### src/rtl/ysyx_22041071_hzd_ctrl.sv
// ID->EX hazard/issue controller: load-use scoreboard plus jalr/branch sequencing.
// Optional performance counters are built when YSYX_22041071_HZD_PERF_EN is defined.
module ysyx_22041071_hzd_ctrl #(
  parameter int NREG  = 32,
  parameter int CNT_W = 32
) (
  input  logic             clk,
  input  logic             reset_n,
  input  logic             id_valid,
  input  logic [4:0]       id_rs1,
  input  logic [4:0]       id_rs2,
  input  logic             id_rs1_use,
  input  logic             id_rs2_use,
  input  logic [4:0]       id_rd,
  input  logic             id_rd_wen,
  input  logic             id_is_load,
  input  logic             id_is_ctrl,
  input  logic             ex_ready,
  input  logic             br_resolve,
  input  logic             br_taken,
  input  logic             ld_done,
  input  logic [4:0]       ld_rd,
  output logic             id_issue,
  output logic             id_stall,
  output logic             if_stall,
  output logic             ex_bubble,
  output logic             flush_ifid,
  output logic [NREG-1:0]  ld_pend,
  output logic [CNT_W-1:0] perf_stall_cyc,
  output logic [CNT_W-1:0] perf_flush_cnt
);

  typedef enum logic [1:0] {
    ST_RUN     = 2'd0,
    ST_WAIT_BR = 2'd1,
    ST_FLUSH   = 2'd2
  } state_t;

  state_t          state;
  state_t          state_next;
  logic            haz;
  logic            rs1_dep;
  logic            rs2_dep;
  logic [NREG-1:0] pend_set;
  logic [NREG-1:0] pend_clr;
  logic [NREG-1:0] pend_next;

  always_comb begin
    rs1_dep = id_rs1_use & ld_pend[id_rs1] & (id_rs1 != 5'd0);
    rs2_dep = id_rs2_use & ld_pend[id_rs2] & (id_rs2 != 5'd0);
    haz     = id_valid & (rs1_dep | rs2_dep);
  end

  always_ff @(posedge clk or negedge reset_n) begin
    if (!reset_n) state <= ST_RUN;
    else          state <= state_next;
  end

  // Issue is only possible in RUN; WAIT_BR freezes everything, FLUSH squashes IF/ID.
  always_comb begin
    state_next = state;
    id_issue   = 1'b0;
    id_stall   = 1'b0;
    if_stall   = 1'b0;
    ex_bubble  = 1'b1;
    flush_ifid = 1'b0;
    case (state)
      ST_RUN: begin
        id_issue  = id_valid & ex_ready & ~haz;
        id_stall  = haz | (id_valid & ~ex_ready);
        if_stall  = haz | (id_valid & ~ex_ready);
        ex_bubble = haz | ~id_valid;
        if (id_issue && id_is_ctrl) state_next = ST_WAIT_BR;
      end
      ST_WAIT_BR: begin
        id_stall  = 1'b1;
        if_stall  = 1'b1;
        ex_bubble = 1'b1;
        if (br_resolve) state_next = br_taken ? ST_FLUSH : ST_RUN;
      end
      ST_FLUSH: begin
        flush_ifid = 1'b1;
        ex_bubble  = 1'b1;
        if_stall   = 1'b0;
        state_next = ST_RUN;
      end
      default: begin
        state_next = ST_RUN;
      end
    endcase
  end

  // Set is applied after clear so a younger load to the same register keeps its bit.
  always_comb begin
    pend_set = '0;
    pend_clr = '0;
    if (id_issue && id_is_load && id_rd_wen && (id_rd != 5'd0)) pend_set[id_rd] = 1'b1;
    if (ld_done && (ld_rd != 5'd0)) pend_clr[ld_rd] = 1'b1;
    pend_next = (ld_pend & ~pend_clr) | pend_set;
  end

  always_ff @(posedge clk or negedge reset_n) begin
    if (!reset_n) ld_pend <= '0;
    else          ld_pend <= pend_next;
  end

`ifdef YSYX_22041071_HZD_PERF_EN
  logic [CNT_W-1:0] stall_cnt;
  logic [CNT_W-1:0] flush_cnt;

  always_ff @(posedge clk or negedge reset_n) begin
    if (!reset_n) begin
      stall_cnt <= '0;
      flush_cnt <= '0;
    end else begin
      if (id_valid && id_stall) stall_cnt <= stall_cnt + 1'b1;
      if ((state_next == ST_FLUSH) && (state != ST_FLUSH)) flush_cnt <= flush_cnt + 1'b1;
    end
  end

  assign perf_stall_cyc = stall_cnt;
  assign perf_flush_cnt = flush_cnt;
`else
  assign perf_stall_cyc = '0;
  assign perf_flush_cnt = '0;
`endif

endmodule

### config.mk
export PLATFORM = sky130hd
export DESIGN_NAME = ysyx_22041071_hzd_ctrl
export DESIGN_NICKNAME = d
export VERILOG_FILES = /design/src/rtl/ysyx_22041071_hzd_ctrl.sv
export SDC_FILE = /design/constraint.sdc
export NUM_CORES = 1
export LEC_CHECK = 0
export ABC_AREA = 1
export ABC_CLOCK_PERIOD_IN_PS = 3400
export CAP_MARGIN = 15
export CELL_PAD_IN_SITES_DETAIL_PLACEMENT = 1
export CELL_PAD_IN_SITES_GLOBAL_PLACEMENT = 1
export CORE_UTILIZATION = 29
export CTS_CLUSTER_SIZE = 40
export DETAILED_ROUTE_END_ITERATION = 10
export GPL_ROUTABILITY_DRIVEN = 0
export PLACE_DENSITY_LB_ADDON = 0.1
export SETUP_SLACK_MARGIN = 0.5
export SLEW_MARGIN = 10
export SYNTH_ARGS = -nofsm -noshare
export SYNTH_HDL_FRONTEND = slang
export SYNTH_SLANG_ARGS = --single-unit
export TNS_END_PERCENT = 20
### constraint.sdc
create_clock -name clk -period 3.4 [get_ports clk]
set_input_delay 1.02 -clock clk [delete_from_list [all_inputs] [get_ports clk]]
set_output_delay 1.02 -clock clk [all_outputs]
set_load 0.01 [all_outputs]
Word level (Yosys, flattened, before mapping):

Index checks and enable logic that the tools add are counted.

* bits in registers: 34
* logic and storage cells: 60
* output and inout bits: 101
* input bits: 32

* bitwise logic cells: 17
* eq/ne operators: 4
* magnitude comparators: 6
* reduce and logical (&&, ||, !) cells: 13
* multiplexer cells: 18

Operator list (number)
* $mux 32: 2
* $and 32x32->32: 1
* $not 32->32: 1
* $or 32x32->32: 1
* $lt 5x6->1 const B: 4
* $reduce_bool 5->1: 4
* $bmux 1 s5: 2
* $demux 1 s5: 2
* $ge 5x1->1 const B: 2
* $and 1x1->1: 8
* $logic_and 1x1->1: 7
* $mux 1: 7
* $mux 2: 3
* $ne 2x2->1 const B: 2
* $pmux 2 s2: 1
* $not 1->1: 3
* $or 1x1->1: 3
* $eq 2x1->1 const B: 1
* $eq 2x2->1 const B: 1
* $logic_not 2->1: 1
* $pmux 1 s2: 1
* $reduce_and 2->1: 1

Depth between registers and ports, before layout:

Gate-level depths: netlist of the first run.

* word-level depth: 14
* mapped depth: 17
* depth with buffers taken out: 15

Least setup slack after synthesis of the first run:

Ideal clock, no wire load.

* path kind: input port to output port
* from: input port id_rs2[0]
* to: output port if_stall
* buffers on the path: 3
* cell stages on the path: 15
* required time: 2380 ps
* path slack: -76 ps
* data arrival time: 2456 ps
* path through: buf_6 > clkinv_4 > buf_8 > nand2_1 > nand3_1 > nand3_1 > nand2_1 > nor2_1 > nor2_1 > nor2_1 > nand2_1 > nand2_2 > nor2_1 > o21ai_0 > buf_4

* longest elaborated chain between the ends: 8
* elaborated cells on any way between the ends: 9
* those cells by class: mux: 3; bitwise: 5; reduce/logical: 1

RTL lines
* from (decl): line 11 `input logic [4:0] id_rs2,`
* $bmux 1 s5: line 50 `rs2_dep = id_rs2_use & ld_pend[id_rs2] & (id_rs2 != 5'd0);`
* $mux 1 (not written as such): line 50
* $and 1x1->1: line 50
* $and 1x1->1 *: line 50
* $or 1x1->1 *: line 51 `haz = id_valid & (rs1_dep | rs2_dep);`
* $and 1x1->1 *: line 51
* $or 1x1->1 *
* $pmux 1 s2 *
* to (decl): line 25 `output logic if_stall,`

Every way passes the cells marked *; elsewhere a longest branch is shown, timed or not. The select of a mux whose other input is x is not followed.

Worst setup path after layout of the first run:

* from: input port id_rs2[0]
* to: output port id_stall

* longest elaborated chain between the ends: 8
* elaborated cells on any way between the ends: 9
* those cells by class: mux: 3; bitwise: 5; reduce/logical: 1

RTL lines
* $bmux 1 s5: line 50
* $mux 1 (not written as such): line 50
* $and 1x1->1: line 50
* $and 1x1->1 *: line 50
* $or 1x1->1 *: line 51
* $and 1x1->1 *: line 51
* $or 1x1->1 *: line 70 `id_stall = haz | (id_valid & ~ex_ready);`
* $pmux 1 s2 *: line 67 `case (state)`
* to (decl): line 24 `output logic id_stall,`

Marks and branches as above.

==> results.ini, run 1 <==
[worst_setup_path]
critPathArrivalTime_ns = 2.42
crit_buf_inv = 4
cpMostUsedCell = nand2_1
worstPathRequired_ns = 2.38
timing.rr.start = ld_pend[31]$_DFF_PN0_
slowest_delay_ns = 0.15
cpLargestDelayFamily = simple AND/OR/NAND/NOR gates
rr_endpoint = ld_pend[18]$_DFF_PN0_
worst-path-max-fanout = 8
ff2ff_setup_slack_ns = 1.42
r2r_cells = 14
worstSetupStartpointType = primary input
worst_setup_path_end_kind = primary output
crit_slowest_cell = o21ai_2
path_cells = buf_6, buf_12, buf_12, nand2_1, nand3_1, nand3_1, nand3_1, nand2_1, nand2_1, nand2_1, nand2_2, nand2_4, nor2_4, o21ai_2, buf_2
path_class = primary input to primary output

[clocking]
numCtsBuffers = 5
insertion_delay_ns = 0.28
root_buffer = clkbuf_8
clkTransAtPathRegs_ns = 0.06
clock_sinks = 34
cts.path.max_buffers = 2
holdBufCountCts = 0
htreeDepth = 2
tritoncts = yes

[placed_design]
hpwl_microns = 8500
placed_cells_incl_taps = 715
portBuffers = 68

[detailed_routing]
wl_per_cell_microns = 14.4
first_pass_iters = 4
drt_iter0_markers = 97
route.detailed.drc = 0
wl_microns = 10500
via_per_inst = 4.51
ant_nets = 0
vias = 3281

[sta]
slew_headroom_pct = 38.6
max_freq_mhz = 290
tns_ns = -0.0882
tightest_slew_ns = 0.921
setup_violations = 2
layout_setup_ws_ns = -0.0447
finClkSkew_ns = 0.00655
hold_violations = 0
period_share_pct = 101
finalMaxSlewViolations = 0
fin_crit_ns = 3.44
rsz0062_at_grt = true

[synth]
ys_seq_area_share_pct = 26.3
ys_ff_latch = 34
synth_cells = 511
synth_compound_area_share_pct = 4.48
synth_xor_area_share_pct = 0
ys.flop_type = dfrtp_1
async_flop_share_pct = 100
syn_avg_cell_area_sq_um = 6.34
syn_area_sq_um = 3240
synth_top_family_by_area = simple AND/OR/NAND/NOR gates
synthSimpleGateAreaFrac_pct = 40.9
synth_mux_area_share_pct = 0
ys_types = 27
synth-adder-area-share_pct = 0
synth_edf_count = 0
synth_warnings = 0

[finish]
n_antenna_cell = 0
area_growth_pct = 25.0
fillers = 1452
layout_commonest_cell = nand2_1
final_cell_mix = nand2_1 (140), conb_1 (64), clkdlybuf4s50_1 (56), inv_1 (52), nand3_1 (50)
instances_no_fill = 727
multiInputGateArea_sq_um = 1800
fin_nets = 620
layout-drive-gt1-share_pct = 12.9
regArea_sq_um = 851

[die]
dieArea_sq_um = 11600
ios = 133
start_util_pct = 29.9
rows = 38
die-height_microns = 108
fp.dieW_microns = 108
fp.coreArea_sq_um = 10800

[global_route]
grt_pass1_wl_microns = 16700
grt_usage_pct = 18.6
grt_max_degree = 35
antenna_found_initial = 0
grt_remaining_overflow = 0
grt_pass1_vias = 3236

[flow_run]
cap_violations = 0

[power]
finalPower_mw = 1.11
power.density_nw_per_um2 = 275
vdd_ir_drop_max_mv = 0.125
leakagePower_nw = 2.11

[outcome]
run_status = finished with violations
violations = setup timing

[hold_path]
holdCritPathClass = flop to flop
worstHoldStart = ld_pend[0]$_DFF_PN0_
hold-path-endpoint = ld_pend[0]$_DFF_PN0_
hold_depth = 0

==> report_power, final <==
group	leakage (nW)	total (mW)	internal (mW)	switching (mW)
clock network	0.0431	0.294	0.156	0.138
registers	0.470	0.445	0.424	0.0214
logic	1.59	0.374	0.143	0.231
==> cell type report <==
type | instances | area share, %
Timing Repair inverter | 2 | 0.340
Multi-Input combinational cell | 394 | 44.5
Clock buffer | 6 | 2.04
Timing Repair Buffer | 91 | 21.6
Inverter | 60 | 6.18
Tap cell | 140 | 4.33
Sequential cell | 34 | 21.0
==> kinds of logic after synthesis <==
group / count (synthesis)
and+or+nand+nor: 302
buffers and inverters: 146
DFF: 34
AOI/OAI and AO/OA: 28
other: 1
==> worst max path at each step <==
stage,cells after the start,slack [ns],end,startpoint
2_1_floorplan,15,0.13,if_stall,id_rs2[0]
3_3_place_gp,17,-0.89,if_stall,id_rs2[0]
3_5_place_dp,15,-0.94,id_stall,id_rs2[0]
4_1_cts,15,-0.04,id_stall,id_rs2[0]
5_1_grt,15,-0.17,if_stall,id_rs2[0]
6_report,15,-0.04,id_stall,id_rs2[0]
==> repair_timing <==
action / 4_1_cts / 5_1_grt
resized for setup: 62 / 9
pin swaps: 15 / 17
cloned: 2 / 0
endpoints found under the setup margin: 13 / 4
setup buffers: 4 / 0
==> cell usage after synthesis, types with 2 or more instances <==
library cell / count / area, sq um
nand3_1: 57 / 285
nand2_2: 2 / 12.5
buf_8: 2 / 30.0
o21ai_0: 26 / 130
or2_2: 3 / 18.8
nand4_1: 31 / 194
dfrtp_1: 34 / 851
nor2_1: 51 / 191
inv_1: 54 / 203
nand3_2: 2 / 20.0
clkbuf_1: 2 / 7.51
inv_2: 3 / 11.3
nor3_1: 7 / 35.0
buf_6: 6 / 67.6
buf_1: 2 / 7.51
nand2_1: 148 / 556
buf_4: 71 / 533
==> worst register-to-register path, stage by stage (launching register included) <==
cell and delay (ns):
dfrtp_1 0.42, inv_1 0.13, nand2_1 0.07, nand3_1 0.08, nand2_1 0.07, nor2_1 0.11, nor2_1 0.06, nor2_1 0.08
nor2_1 0.06, nand2_2 0.08, nand2_4 0.09, nor2_4 0.10, buf_4 0.30, nand4_1 0.15, nand2_1 0.12
==> layer usage <==
metal | wire, microns | vias up | GRT usage, %
met1 | 4850 | 1572 | 24.1
met2 | 5320 | 63 | 33.6
met3 | 241 | 6 | 1.45
li1 | - | 1640 | -
met5 | 0 | - | 0
met4 | 72 | 0 | 3.52
==> registers in the layout (all words and copies together) (netlist names) <==
name and count:
ld_pend 32, state 2
==> through the flow <==
stage | hold slack [ns] | utilization (%) | setup slack [ns] | instance area, sq um
after CTS | 0.407 | 37.1 | -0.0434 | 4020
after floorplan | 0.512 | - | 0.133 | 3500
final | 0.411 | 37.3 | -0.0447 | 4050
after detailed placement | 0.392 | 35.4 | -0.941 | 3830
after global routing | 0.420 | 37.3 | -0.173 | 4050
after global placement | 0.391 | 35.4 | -0.887 | 3830
(Power assumes the default switching activity.)
==> run 2: changes to the inputs <==
--- a/config.mk
+++ b/config.mk
@@ -11,9 +11,11 @@
 export CELL_PAD_IN_SITES_DETAIL_PLACEMENT = 1
 export CELL_PAD_IN_SITES_GLOBAL_PLACEMENT = 1
 export CORE_UTILIZATION = 29
+export CTS_CLUSTER_DIAMETER = 80
 export CTS_CLUSTER_SIZE = 40
 export DETAILED_ROUTE_END_ITERATION = 10
 export GPL_ROUTABILITY_DRIVEN = 0
+export HOLD_SLACK_MARGIN = 0.08
 export PLACE_DENSITY_LB_ADDON = 0.1
 export SETUP_SLACK_MARGIN = 0.5
 export SLEW_MARGIN = 10
==> results of run 2 <==
Final layout, timing and power as in run 1 (identical DEF).
==> run 3: changes to the inputs <==
--- a/config.mk
+++ b/config.mk
@@ -12,7 +12,6 @@
 export CELL_PAD_IN_SITES_GLOBAL_PLACEMENT = 1
 export CORE_UTILIZATION = 29
 export CTS_CLUSTER_DIAMETER = 80
-export CTS_CLUSTER_SIZE = 40
 export DETAILED_ROUTE_END_ITERATION = 10
 export GPL_ROUTABILITY_DRIVEN = 0
 export HOLD_SLACK_MARGIN = 0.08
==> results of run 3 <==
Final layout, timing and power as in run 1 (identical DEF).
